[src/rtl/uart_tx_engine_param.sv]
// UART transmit engine: TX FIFO, 5..DATA_W bit characters, five parity modes, 1/2 stop bits.
// Optional line-break generation is enabled by defining UART_TX_BREAK_EN.
module uart_tx_engine_param #(
  parameter int unsigned DATA_W     = 8,
  parameter int unsigned FIFO_DEPTH = 16,
  parameter int unsigned ADDR_W     = 4
) (
  input  logic              clk,
  input  logic              reset_n,
  input  logic              baud_pulse,
  input  logic              wr_en,
  input  logic [DATA_W-1:0] wr_data,
  input  logic [3:0]        char_len,
  input  logic [2:0]        parity_mode,
  input  logic              stop2,
  input  logic              break_req,
  output logic              tx,
  output logic              fifo_full,
  output logic              fifo_empty,
  output logic [ADDR_W:0]   fifo_level,
  output logic              overflow,
  output logic              tx_busy,
  output logic              tx_empty
);

  typedef logic [ADDR_W:0] ptr_t;

  localparam logic [3:0] MinLen = 4'd5;
  localparam logic [3:0] MaxLen = 4'(DATA_W);

  typedef enum logic [2:0] {
    StIdle,
    StArmed,
    StStart,
    StData,
    StParity,
    StStop
`ifdef UART_TX_BREAK_EN
    ,
    StBreakArm,
    StBreak
`endif
  } state_e;

  // FIFO storage and status
  logic [DATA_W-1:0] fifo_mem_q [FIFO_DEPTH];
  ptr_t              wr_ptr_q, wr_ptr_d;
  ptr_t              rd_ptr_q, rd_ptr_d;
  ptr_t              level_q, level_d;
  logic              full_q, full_d;
  logic              empty_q, empty_d;
  logic              ovf_q, ovf_d;
  logic              push, pop;
  logic [DATA_W-1:0] rd_data;

  // Frame state
  state_e            state_q, state_d;
  logic              tx_q, tx_d;
  logic [DATA_W-1:0] shift_q, shift_d;
  logic [3:0]        bit_cnt_q, bit_cnt_d;
  logic              stop_cnt_q, stop_cnt_d;
  logic [3:0]        len_q, len_d;
  logic              par_en_q, par_en_d;
  logic              par_val_q, par_val_d;
  logic              stop2_q, stop2_d;
  logic              busy_q, busy_d;
  logic              tx_empty_q, tx_empty_d;

  // Decoded configuration for the character at the FIFO head
  logic [3:0]        len_clamped;
  logic [DATA_W-1:0] masked;
  logic              par_en_new, par_val_new;

`ifndef UART_TX_BREAK_EN
  logic unused_break_req;
  assign unused_break_req = break_req;
`endif

  assign rd_data = fifo_mem_q[rd_ptr_q[ADDR_W-1:0]];

  always_comb begin
    len_clamped = char_len;
    if (char_len < MinLen) begin
      len_clamped = MinLen;
    end else if (char_len > MaxLen) begin
      len_clamped = MaxLen;
    end
    masked = '0;
    for (int i = 0; i < DATA_W; i++) begin
      masked[i] = rd_data[i] & (4'(i) < len_clamped);
    end
    par_en_new  = 1'b0;
    par_val_new = 1'b0;
    case (parity_mode)
      3'd1:    begin par_en_new = 1'b1; par_val_new = ~^masked; end
      3'd2:    begin par_en_new = 1'b1; par_val_new = ^masked;  end
      3'd3:    begin par_en_new = 1'b1; par_val_new = 1'b1;     end
      3'd4:    begin par_en_new = 1'b1; par_val_new = 1'b0;     end
      default: begin par_en_new = 1'b0; par_val_new = 1'b0;     end
    endcase
  end

  // Full is judged on the registered flag, so a write while full is dropped even if a pop
  // frees a slot in the same cycle.
  always_comb begin
    push     = wr_en & ~full_q;
    ovf_d    = wr_en & full_q;
    wr_ptr_d = wr_ptr_q + ptr_t'(push);
    rd_ptr_d = rd_ptr_q + ptr_t'(pop);
    level_d  = wr_ptr_d - rd_ptr_d;
    full_d   = (level_d == ptr_t'(FIFO_DEPTH));
    empty_d  = (level_d == '0);
  end

  always_comb begin
    state_d    = state_q;
    tx_d       = tx_q;
    shift_d    = shift_q;
    bit_cnt_d  = bit_cnt_q;
    stop_cnt_d = stop_cnt_q;
    len_d      = len_q;
    par_en_d   = par_en_q;
    par_val_d  = par_val_q;
    stop2_d    = stop2_q;
    pop        = 1'b0;

    case (state_q)
      StIdle: begin
`ifdef UART_TX_BREAK_EN
        if (break_req) begin
          state_d = StBreakArm;
          stop2_d = stop2;
        end else
`endif
        if (!empty_q) begin
          pop     = 1'b1;
          state_d = StArmed;
        end
      end
      StArmed: begin
        if (baud_pulse) begin
          tx_d    = 1'b0;
          state_d = StStart;
        end
      end
      StStart: begin
        if (baud_pulse) begin
          tx_d      = shift_q[0];
          shift_d   = shift_q >> 1;
          bit_cnt_d = 4'd1;
          state_d   = StData;
        end
      end
      StData: begin
        if (baud_pulse) begin
          if (bit_cnt_q < len_q) begin
            tx_d      = shift_q[0];
            shift_d   = shift_q >> 1;
            bit_cnt_d = bit_cnt_q + 4'd1;
          end else if (par_en_q) begin
            tx_d    = par_val_q;
            state_d = StParity;
          end else begin
            tx_d       = 1'b1;
            stop_cnt_d = 1'b0;
            state_d    = StStop;
          end
        end
      end
      StParity: begin
        if (baud_pulse) begin
          tx_d       = 1'b1;
          stop_cnt_d = 1'b0;
          state_d    = StStop;
        end
      end
      StStop: begin
        if (baud_pulse) begin
          if (stop2_q && !stop_cnt_q) begin
            stop_cnt_d = 1'b1;
          end else
`ifdef UART_TX_BREAK_EN
          if (break_req) begin
            state_d = StBreakArm;
            stop2_d = stop2;
          end else
`endif
          if (!empty_q) begin
            // Next start bit goes out on this very pulse: no idle gap between frames
            pop     = 1'b1;
            tx_d    = 1'b0;
            state_d = StStart;
          end else begin
            state_d = StIdle;
          end
        end
      end
`ifdef UART_TX_BREAK_EN
      StBreakArm: begin
        if (baud_pulse) begin
          tx_d    = 1'b0;
          state_d = StBreak;
        end
      end
      StBreak: begin
        if (baud_pulse && !break_req) begin
          tx_d       = 1'b1;
          stop_cnt_d = 1'b0;
          state_d    = StStop;
        end
      end
`endif
      default: begin
        tx_d    = 1'b1;
        state_d = StIdle;
      end
    endcase

    if (pop) begin
      shift_d    = masked;
      len_d      = len_clamped;
      par_en_d   = par_en_new;
      par_val_d  = par_val_new;
      stop2_d    = stop2;
      bit_cnt_d  = '0;
      stop_cnt_d = 1'b0;
    end
  end

  assign busy_d     = (state_d != StIdle);
  assign tx_empty_d = empty_d & (state_d == StIdle);

  always_ff @(posedge clk) begin
    if (push) begin
      fifo_mem_q[wr_ptr_q[ADDR_W-1:0]] <= wr_data;
    end
  end

  always_ff @(posedge clk or negedge reset_n) begin
    if (!reset_n) begin
      wr_ptr_q <= '0;
      rd_ptr_q <= '0;
      level_q  <= '0;
      full_q   <= 1'b0;
      empty_q  <= 1'b1;
      ovf_q    <= 1'b0;
    end else begin
      wr_ptr_q <= wr_ptr_d;
      rd_ptr_q <= rd_ptr_d;
      level_q  <= level_d;
      full_q   <= full_d;
      empty_q  <= empty_d;
      ovf_q    <= ovf_d;
    end
  end

  always_ff @(posedge clk or negedge reset_n) begin
    if (!reset_n) begin
      state_q    <= StIdle;
      tx_q       <= 1'b1;
      shift_q    <= '0;
      bit_cnt_q  <= '0;
      stop_cnt_q <= 1'b0;
      len_q      <= MaxLen;
      par_en_q   <= 1'b0;
      par_val_q  <= 1'b0;
      stop2_q    <= 1'b0;
      busy_q     <= 1'b0;
      tx_empty_q <= 1'b1;
    end else begin
      state_q    <= state_d;
      tx_q       <= tx_d;
      shift_q    <= shift_d;
      bit_cnt_q  <= bit_cnt_d;
      stop_cnt_q <= stop_cnt_d;
      len_q      <= len_d;
      par_en_q   <= par_en_d;
      par_val_q  <= par_val_d;
      stop2_q    <= stop2_d;
      busy_q     <= busy_d;
      tx_empty_q <= tx_empty_d;
    end
  end

  assign tx         = tx_q;
  assign fifo_full  = full_q;
  assign fifo_empty = empty_q;
  assign fifo_level = level_q;
  assign overflow   = ovf_q;
  assign tx_busy    = busy_q;
  assign tx_empty   = tx_empty_q;

endmodule
[config.mk]
export PLATFORM = sky130hd
export DESIGN_NAME = uart_tx_engine_param
export DESIGN_NICKNAME = d
export VERILOG_FILES = /design/src/rtl/uart_tx_engine_param.sv
export SDC_FILE = /design/constraint.sdc
export NUM_CORES = 1
export LEC_CHECK = 0
export CORE_UTILIZATION = 29
export CTS_CLUSTER_DIAMETER = 100
export DETAILED_ROUTE_END_ITERATION = 8
export PLACE_DENSITY = 0.57
export SYNTH_ARGS = -nofsm -noshare
export SYNTH_HDL_FRONTEND = slang
export SYNTH_SLANG_ARGS = --single-unit
[constraint.sdc]
create_clock -name clk -period 3.07 [get_ports clk]
set_clock_uncertainty 0.2 [all_clocks]
set_input_delay 0.921 -clock clk [delete_from_list [all_inputs] [get_ports clk]]
set_output_delay 0.921 -clock clk [all_outputs]
set_load 0.01 [all_outputs]
==> results of run 1 <==
[critical path: stages]
cell,delay [ps]
buf_8,100
nand2_4,60
a21oi_4,40
a21oi_2,120
nand2b_4,150
inv_4,40
ha_4,160
ha_4,270
inv_2,40
ha_4,200
a21o_1,190
a21oi_2,170
xnor2_2,110
nor4_2,290
nor2b_2,200
and3_1,160
[metal layers]
layer	global-route usage (%)	part of all wire [%]	vias up
li1	-	-	1917
met1	15.9	47	2090
met2	20.1	48	66
met3	3.06	3.4	15
met4	4.29	1.3	0
met5	0	0	-
[metrics by stage]
step | total power [µW] | TNS, ps | worst slack, ps | util (%) | instances
2_1_floorplan | 5780 | -1160 | -428 | - | 459
3_3_place_gp | 6840 | -7150 | -812 | 34.0 | 840
3_5_place_dp | 6930 | -8270 | -896 | 34.0 | 840
4_1_cts | 9280 | 0 | 6.44 | 36.9 | 872
5_1_grt | 9840 | -103 | -103 | 37.2 | 879
6_report | 9280 | 0 | 41.3 | 37.2 | 879
[area by class of cell]
class                      instances  area (µm²)
clock inverter                    14         164
multi-input combinational        247        2340
inverter                          18        70.1
timing repair buffer              86         761
clock buffer                      18         429
tap                              324         405
fill                            2303       15400
sequential                       172        4950
[synth_stat cells, types with 6 or more instances]
| library cell | instances | area, µm² |
|---|---|---|
| inv_1 | 18 | 67.6 |
| nand3_1 | 8 | 40.0 |
| edfxtp_1 | 128 | 3840 |
| nand2_1 | 33 | 124 |
| nor3_1 | 6 | 30.0 |
| o21ai_0 | 15 | 75.1 |
| mux4_2 | 22 | 495 |
| a21oi_1 | 15 | 75.1 |
| a22oi_1 | 9 | 67.6 |
| nor2_1 | 27 | 101 |
| mux2i_1 | 14 | 140 |
| ha_1 | 12 | 150 |
| dfrtp_1 | 40 | 1000 |
| mux4_1 | 8 | 210 |
| nand2b_1 | 6 | 37.5 |
| xnor2_1 | 8 | 70.1 |
| nor2b_1 | 7 | 43.8 |
| a21o_1 | 6 | 45.0 |
| clkbuf_1 | 6 | 22.5 |
[state kept, by name (all words and copies together), names as in the netlist, 3 cells and up]
register / count
fifo_mem_q: 128
shift_q: 8
fifo_level: 5
rd_ptr_q: 5
wr_ptr_q: 5
bit_cnt_q: 4
len_q: 4
state_q: 3
[kinds of logic after synthesis]
family                   count (synthesis)  share of synthesized area [%]
XOR/XNOR                                16                           2.63
multiplexers                            45                           11.7
AO/OA/AOI/OAI                           68                           5.95
flip-flops                             172                           67.5
AND/OR/NAND/NOR                        105                           6.79
buffers and inverters                   40                           3.19
adder cells (fa/ha/maj)                 13                           2.32
[what timing repair did]
item                       CTS  global route
buffers inserted             0             7
resized for setup           16             9
setup endpoints to repair    4             3
pin swaps                    7            10
hold buffers                 0             0
[worst min-delay path by stage]
stage,startpoint,depth (start not counted),end
3_5_place_dp,bit_cnt_q[3],1,bit_cnt_q[3]
6_report,reset_n,1,rd_ptr_q[4]
5_1_grt,reset_n,1,rd_ptr_q[4]
2_1_floorplan,rd_ptr_q[4],1,rd_ptr_q[4]
3_3_place_gp,len_q[1],2,len_q[1]
4_1_cts,reset_n,1,rd_ptr_q[4]
[where the power goes]
group | total (µW) | internal [µW] | switching, µW | leakage, µW
Sequential | 3230 | 2940 | 285 | 0.00169
Clock | 2150 | 1170 | 985 | 0.000292
Combinational | 3910 | 2020 | 1880 | 0.00135
Total | 9280 | 6130 | 3150 | 0.00333
==> results.json, run 1 <==
{
  "gp_congestion": 0.860,
  "ys_ff_latch": 172,
  "slew_violations": 0,
  "ant_nets": 0,
  "ys_types": 53,
  "slew-limit-headroom_pct": 56.2,
  "period_minus_slack_ps": 3030,
  "rows": 57,
  "cp.arrival_ps": 3200,
  "worstPathRequired_ps": 3240,
  "via_per_inst": 4.65,
  "tightest_slew_ps": 655,
  "hold_viol_final": 0,
  "setup_viol": 0,
  "layout_commonest_cell": "edfxtp_1",
  "post-route-period-util_pct": 98.7,
  "grt_max_degree": 34,
  "clk_pin_slew_ps": 70,
  "drc_errors": 0,
  "synthFlopType": "edfxtp_1",
  "rr_worst_depth": 15,
  "regToRegStartpoint": "stop_cnt_q",
  "first_global_vias": 4247,
  "holdWs_ps": 268,
  "start_util_pct": 29.9,
  "worstSetupStartpointType": "primary input",
  "vias": 4088,
  "area.growth.synth_to_final_pct": 24.3,
  "synthArstFlopShare_pct": 25.6,
  "clock_latency_ps": 430,
  "path_class": "primary input to flop",
  "n_antenna_cell": 0,
  "dieArea_um2": 25900,
  "drt_wl_total_um": 14900,
  "yosys_warnings": 0,
  "gr-total-overflow": 0,
  "end_kind": "flop",
  "htree_num_levels": 4,
  "fin_area_um2": 9120,
  "placed_area_um2": 8350,
  "grtUsageTotal_pct": 12.3,
  "regToRegSetupSlack_ps": 160,
  "rr_endpoint": "tx_empty",
  "dp_hpwl_um": 9950,
  "routedWlPerCell_um": 17.0,
  "syn_area_um2": 7340,
  "antenna_found_initial": 0,
  "nNetsFinal": 576,
  "syn_area_per_cell_um2": 16.0,
  "syn_inst": 459,
  "drt-pass1-iter-count": 4,
  "grt_first_pass_wirelength_um": 23800,
  "clock_path_buffers": 2,
  "io_buffers": 30,
  "max_freq_mhz": 330,
  "die-height_um": 161,
  "critPathLaunch": "baud_pulse",
  "synth_nets": 493,
  "cts_root_buf": "clkbuf_16",
  "numCtsBuffers": 17,
  "core_area_um2": 24500,
  "drive_above_1_share_pct": 26.5,
  "hp-class": "primary input to async pin",
  "fp.dieW_um": 161,
  "rsz0062_at_grt": "yes",
  "tritoncts": "built",
  "status": "finished clean",
  "synth_edf_count": 128,
  "irDropWorstVdd_mv": 0.392,
  "layout_common_cells": "128 x edfxtp_1, 53 x buf_4, 39 x dfrtp_1",
  "pin_count": 32,
  "first_iter_violations": 264,
  "maxCapViolations": 0,
  "crit_path_end": "tx_empty",
  "seq_area_frac_synth_pct": 67.5,
  "cellLeakagePower_uw": 0.00333,
  "power_density_nw_per_um2": 1020,
  "cp_max_fo": 3,
  "cts_sinks": 172
}
(Power assumes the default switching activity.)
==> inputs of run 2 (changes only) <==
- CORE_UTILIZATION: 29 -> 54
- PLACE_DENSITY: 0.57 -> 0.86
- clock period: 3.07 -> 2.6 ns (I/O delays scaled with it)
==> results.json, run 2 (synthesis results as in run 1) <==
{
  "status": "complete, but fails checks",
  "failed_checks": "negative setup slack",
  "dieArea_um2": 14100,
  "area.growth.synth_to_final_pct": 27.4,
  "clk_pin_slew_ps": 70,
  "slew_violations": 0,
  "holdWs_ps": 117,
  "tightest_slew_ps": 607,
  "fp.dieW_um": 119,
  "antenna_found_initial": 0,
  "regToRegStartpoint": "state_q[0]",
  "post-route-period-util_pct": 114,
  "rsz0062_at_grt": "yes",
  "start_util_pct": 55.4,
  "io_buffers": 30,
  "tritoncts": "built",
  "clock_path_buffers": 2,
  "via_per_inst": 6.14,
  "gr-total-overflow": 0,
  "rows": 42,
  "period_minus_slack_ps": 2970,
  "layout_commonest_cell": "edfxtp_1",
  "gp_congestion": 0.865,
  "cellLeakagePower_uw": 0.00356,
  "postCtsHoldBufs": 0,
  "fin_ws_ps": -372,
  "grt_max_degree": 25,
  "nNetsFinal": 613,
  "irDropWorstVdd_mv": 0.648,
  "first_iter_violations": 681,
  "cts_sinks": 172,
  "fin_util_pct": 70.6,
  "core_area_um2": 13200,
  "clock_latency_ps": 430,
  "fillerInstances": 794,
  "grtUsageTotal_pct": 27.1,
  "layout_common_cells": "128 x edfxtp_1, 82 x buf_4, 38 x dfrtp_1",
  "dp_hpwl_um": 10300,
  "drc_errors": 0,
  "max_freq_mhz": 336,
  "cp_max_fo": 3,
  "power_density_nw_per_um2": 1300,
  "ant_nets": 0,
  "hold_viol_final": 0,
  "drive_above_1_share_pct": 35.1,
  "worstPathRequired_ps": 2780,
  "maxCapViolations": 0,
  "rr_endpoint": "tx_empty",
  "htree_num_levels": 4,
  "cp.arrival_ps": 3150,
  "regToRegSetupSlack_ps": -370,
  "cts_root_buf": "clkbuf_16",
  "grt_first_pass_wirelength_um": 27700,
  "slew-limit-headroom_pct": 59.4,
  "die-height_um": 119,
  "fin_setup_tns_ps": -1370,
  "routedWlPerCell_um": 23.7,
  "setup_viol": 6,
  "n_antenna_cell": 0,
  "worstSetupStartpointType": "flop",
  "largest_reg_flops": 128,
  "numCtsBuffers": 17,
  "vias": 4715,
  "path_class": "flop to flop",
  "drt-pass1-iter-count": 5,
  "drt_wl_total_um": 18200,
  "rr_worst_depth": 15,
  "hp-class": "primary input to async pin",
  "end_kind": "flop",
  "pin_count": 32,
  "first_global_vias": 4834
}
-- run 2: layout make-up --
cell class	count	area, µm²	share of cell area (%)
clock buffers	19	433	4.63
clock inverters	13	145	1.55
inverters	18	72.6	0.776
multi-input cells	247	2430	26.1
flip-flops and latches	172	4950	53.0
well taps	176	220	2.36
repair buffers	123	1090	11.6
-- run 2: through the flow --
stage | cells | setup WS [ps] | instance area (µm²) | power, µW
2_1_floorplan | 459 | -757 | 7440 | 6830
3_3_place_gp | 705 | -1100 | 8280 | 8060
3_5_place_dp | 705 | -1250 | 8280 | 8310
4_1_cts | 765 | -280 | 9260 | 11700
5_1_grt | 768 | -464 | 9350 | 12600
6_report | 768 | -372 | 9350 | 12100
-- run 2: how the worst max path moves through the flow --
| stage | from | to | slack, ps | depth (start not counted) |
|---|---|---|---|---|
| floorplan | baud_pulse | tx_empty | -760 | 17 |
| global placement | baud_pulse | tx_empty | -1100 | 16 |
| detailed placement | baud_pulse | tx_empty | -1250 | 16 |
| CTS | state_q[0] | tx_empty | -280 | 15 |
| global route | state_q[0] | tx_empty | -460 | 15 |
| finish | state_q[0] | tx_empty | -370 | 15 |
-- run 2: routing by layer --
metal | vias up | share of wire (%) | track usage, %
met4 | 0 | 3.7 | 12.3
met1 | 2356 | 37 | 32.6
li1 | 1994 | - | -
met2 | 313 | 52 | 46.5
met3 | 52 | 7.8 | 6.42
met5 | - | 0 | 0
-- run 2: worst max-delay path: stages (launching register included) --
cell	delay, ps
dfrtp_1	440
nand2_4	110
a21oi_4	40
a21oi_2	140
nand2b_4	150
inv_4	40
ha_4	170
ha_4	310
inv_4	50
ha_4	210
a21o_1	170
a21oi_2	190
xnor2_2	110
nor4_2	190
nor2b_2	220
and3_1	160
-- run 2: what timing repair did --
action | 4_1_cts | 5_1_grt
pin swaps | 23 | 4
setup endpoints to repair | 8 | 9
gates resized for setup | 46 | 17
buffers inserted | 28 | 4
-- run 2: report_power, final --
part           total (µW)  internal, µW  leakage (µW)  switching, µW
clock                2520          1370      0.000286           1150
combinational        5800          2990       0.00158           2800
sequential           3820          3470       0.00169            345
==> inputs of run 3 (changes only) <==
- GPL_ROUTABILITY_DRIVEN: not set -> 0
==> results.json, run 3 (synthesis results as in run 1) <==
{
  "n_antenna_cell": 0,
  "grt_first_pass_wirelength_um": 25400,
  "rows": 42,
  "cp_max_fo": 3,
  "numCtsBuffers": 17,
  "io_buffers": 30,
  "hp-class": "primary input to async pin",
  "period_minus_slack_ps": 2890,
  "clock_latency_ps": 430,
  "regToRegSetupSlack_ps": -290,
  "drc_errors": 0,
  "worstSetupStartpointType": "primary input",
  "start_util_pct": 55.4,
  "p_seq_share_pct": 32.4,
  "routedWlPerCell_um": 21.7,
  "first_global_vias": 4677,
  "grtUsageTotal_pct": 25.1,
  "fin_setup_tns_ps": -939,
  "cts_root_buf": "clkbuf_16",
  "drive_above_1_share_pct": 34.3,
  "post-route-period-util_pct": 111,
  "largest_reg_flops": 128,
  "area.growth.synth_to_final_pct": 25.5,
  "cellLeakagePower_uw": 0.00346,
  "pin_count": 32,
  "core_area_um2": 13200,
  "clock_path_buffers": 2,
  "status": "complete, but fails checks",
  "stdcell_count": 754,
  "hold_viol_final": 0,
  "failed_checks": "negative setup slack",
  "power_frac_comb_pct": 47.5,
  "fillerInstances": 792,
  "layout_common_cells": "128 x edfxtp_1, 74 x buf_4, 38 x dfrtp_1",
  "htree_num_levels": 4,
  "cp.arrival_ps": 3070,
  "nNetsFinal": 599,
  "gr-total-overflow": 0,
  "dp_hpwl_um": 10100,
  "place_inst": 708,
  "layout_commonest_cell": "edfxtp_1",
  "fin_ws_ps": -295,
  "swShare_pct": 34.6,
  "end_kind": "flop",
  "first_iter_violations": 397,
  "ant_nets": 0,
  "clk_pin_slew_ps": 70,
  "slew-limit-headroom_pct": 61.3,
  "dieArea_um2": 14100,
  "fp.dieW_um": 119,
  "drt_wl_total_um": 16400,
  "fin_util_pct": 69.6,
  "die-height_um": 119,
  "pre_cts_slack_ps": -1170,
  "tritoncts": "built",
  "path_class": "primary input to flop",
  "vias": 4453,
  "rsz0062_at_grt": "yes",
  "p_sw_uw": 4070,
  "intPower_uw": 7690,
  "antenna_found_initial": 0,
  "cts_sinks": 172,
  "tightest_slew_ps": 579,
  "setup_viol": 5,
  "power_density_nw_per_um2": 1280,
  "worstPathRequired_ps": 2770,
  "drt-pass1-iter-count": 5,
  "grt_max_degree": 25,
  "holdWs_ps": 123,
  "clkPwrFrac_pct": 20.1,
  "via_per_inst": 5.91,
  "irDropWorstVdd_mv": 0.627,
  "max_freq_mhz": 345,
  "slew_violations": 0,
  "maxCapViolations": 0
}
run 3: cell count changes in the layout (fill, tap and decap cells not counted), moves of 2 or more:
cell and change:
a22oi_1 -3, a22oi_2 +3, buf_12 -3, buf_4 -8, buf_8 -2, clkinv_1 +2
clkinvlp_4 +5, inv_2 +2, inv_6 -4, inv_8 -3, nor2b_2 +2, nor2b_4 -2
run 3: stage by stage:
step / power (µW) / instance area [µm²]
after floorplan: 6830 / 7440
after global placement: 8030 / 8280
after detailed placement: 8270 / 8280
after CTS: 11500 / 9160
after global routing: 12300 / 9210
final: 11800 / 9210
run 3: worst paths after layout:
path,start,end,cells past startpoint
max in group asynchronous,reset_n,len_q[3],2
min,reset_n,stop2_q,1
min reg2reg,bit_cnt_q[3],bit_cnt_q[3],1
max reg2reg,state_q[0],tx_empty,15
min in group clk,bit_cnt_q[3],bit_cnt_q[3],1
max,baud_pulse,tx_empty,16
run 3: worst max-delay path: stages:
cell and delay [ps]:
buf_4 120, nand2_4 60, a21oi_4 40, a21oi_2 120
nand2b_4 150, inv_4 40, ha_4 160, ha_4 290
inv_2 50, ha_4 200, a21o_1 170, a21oi_2 210
xnor2_2 100, nor4_2 190, nor2b_2 220, and3_1 160
run 3: final cells by class:
class | instances | area (µm²) | area share [%]
Timing Repair Buffer | 109 | 952 | 10.3
Multi-Input combinational cell | 247 | 2470 | 26.8
Inverter | 18 | 70.1 | 0.761
Clock buffer | 19 | 433 | 4.70
Sequential cell | 172 | 4950 | 53.8
Clock inverter | 13 | 118 | 1.28
Tap cell | 176 | 220 | 2.39
run 3: timing repair:
action,in CTS,in global routing
resized for setup,50,13
pin swaps,20,1
gates cloned,1,0
hold buffers,0,0
setup endpoints to repair,16,6
buffers inserted,12,2
run 3: power by group through the flow:
stage	clock network, µW	registers [µW]	logic (µW)
after global routing	2510	3850	5960
after floorplan	0	3720	3110
after global placement	0	3810	4220
final	2370	3810	5590
after detailed placement	0	3840	4430
after CTS	2410	3790	5300
run 3: layer usage:
| metal | vias up | wire length [µm] | track usage (%) |
|---|---|---|---|
| li1 | 1957 | - | - |
| met1 | 2244 | 6420 | 31.2 |
| met2 | 208 | 8300 | 41.2 |
| met3 | 44 | 1090 | 6.56 |
| met4 | 0 | 591 | 12.0 |
| met5 | - | 0 | 0 |
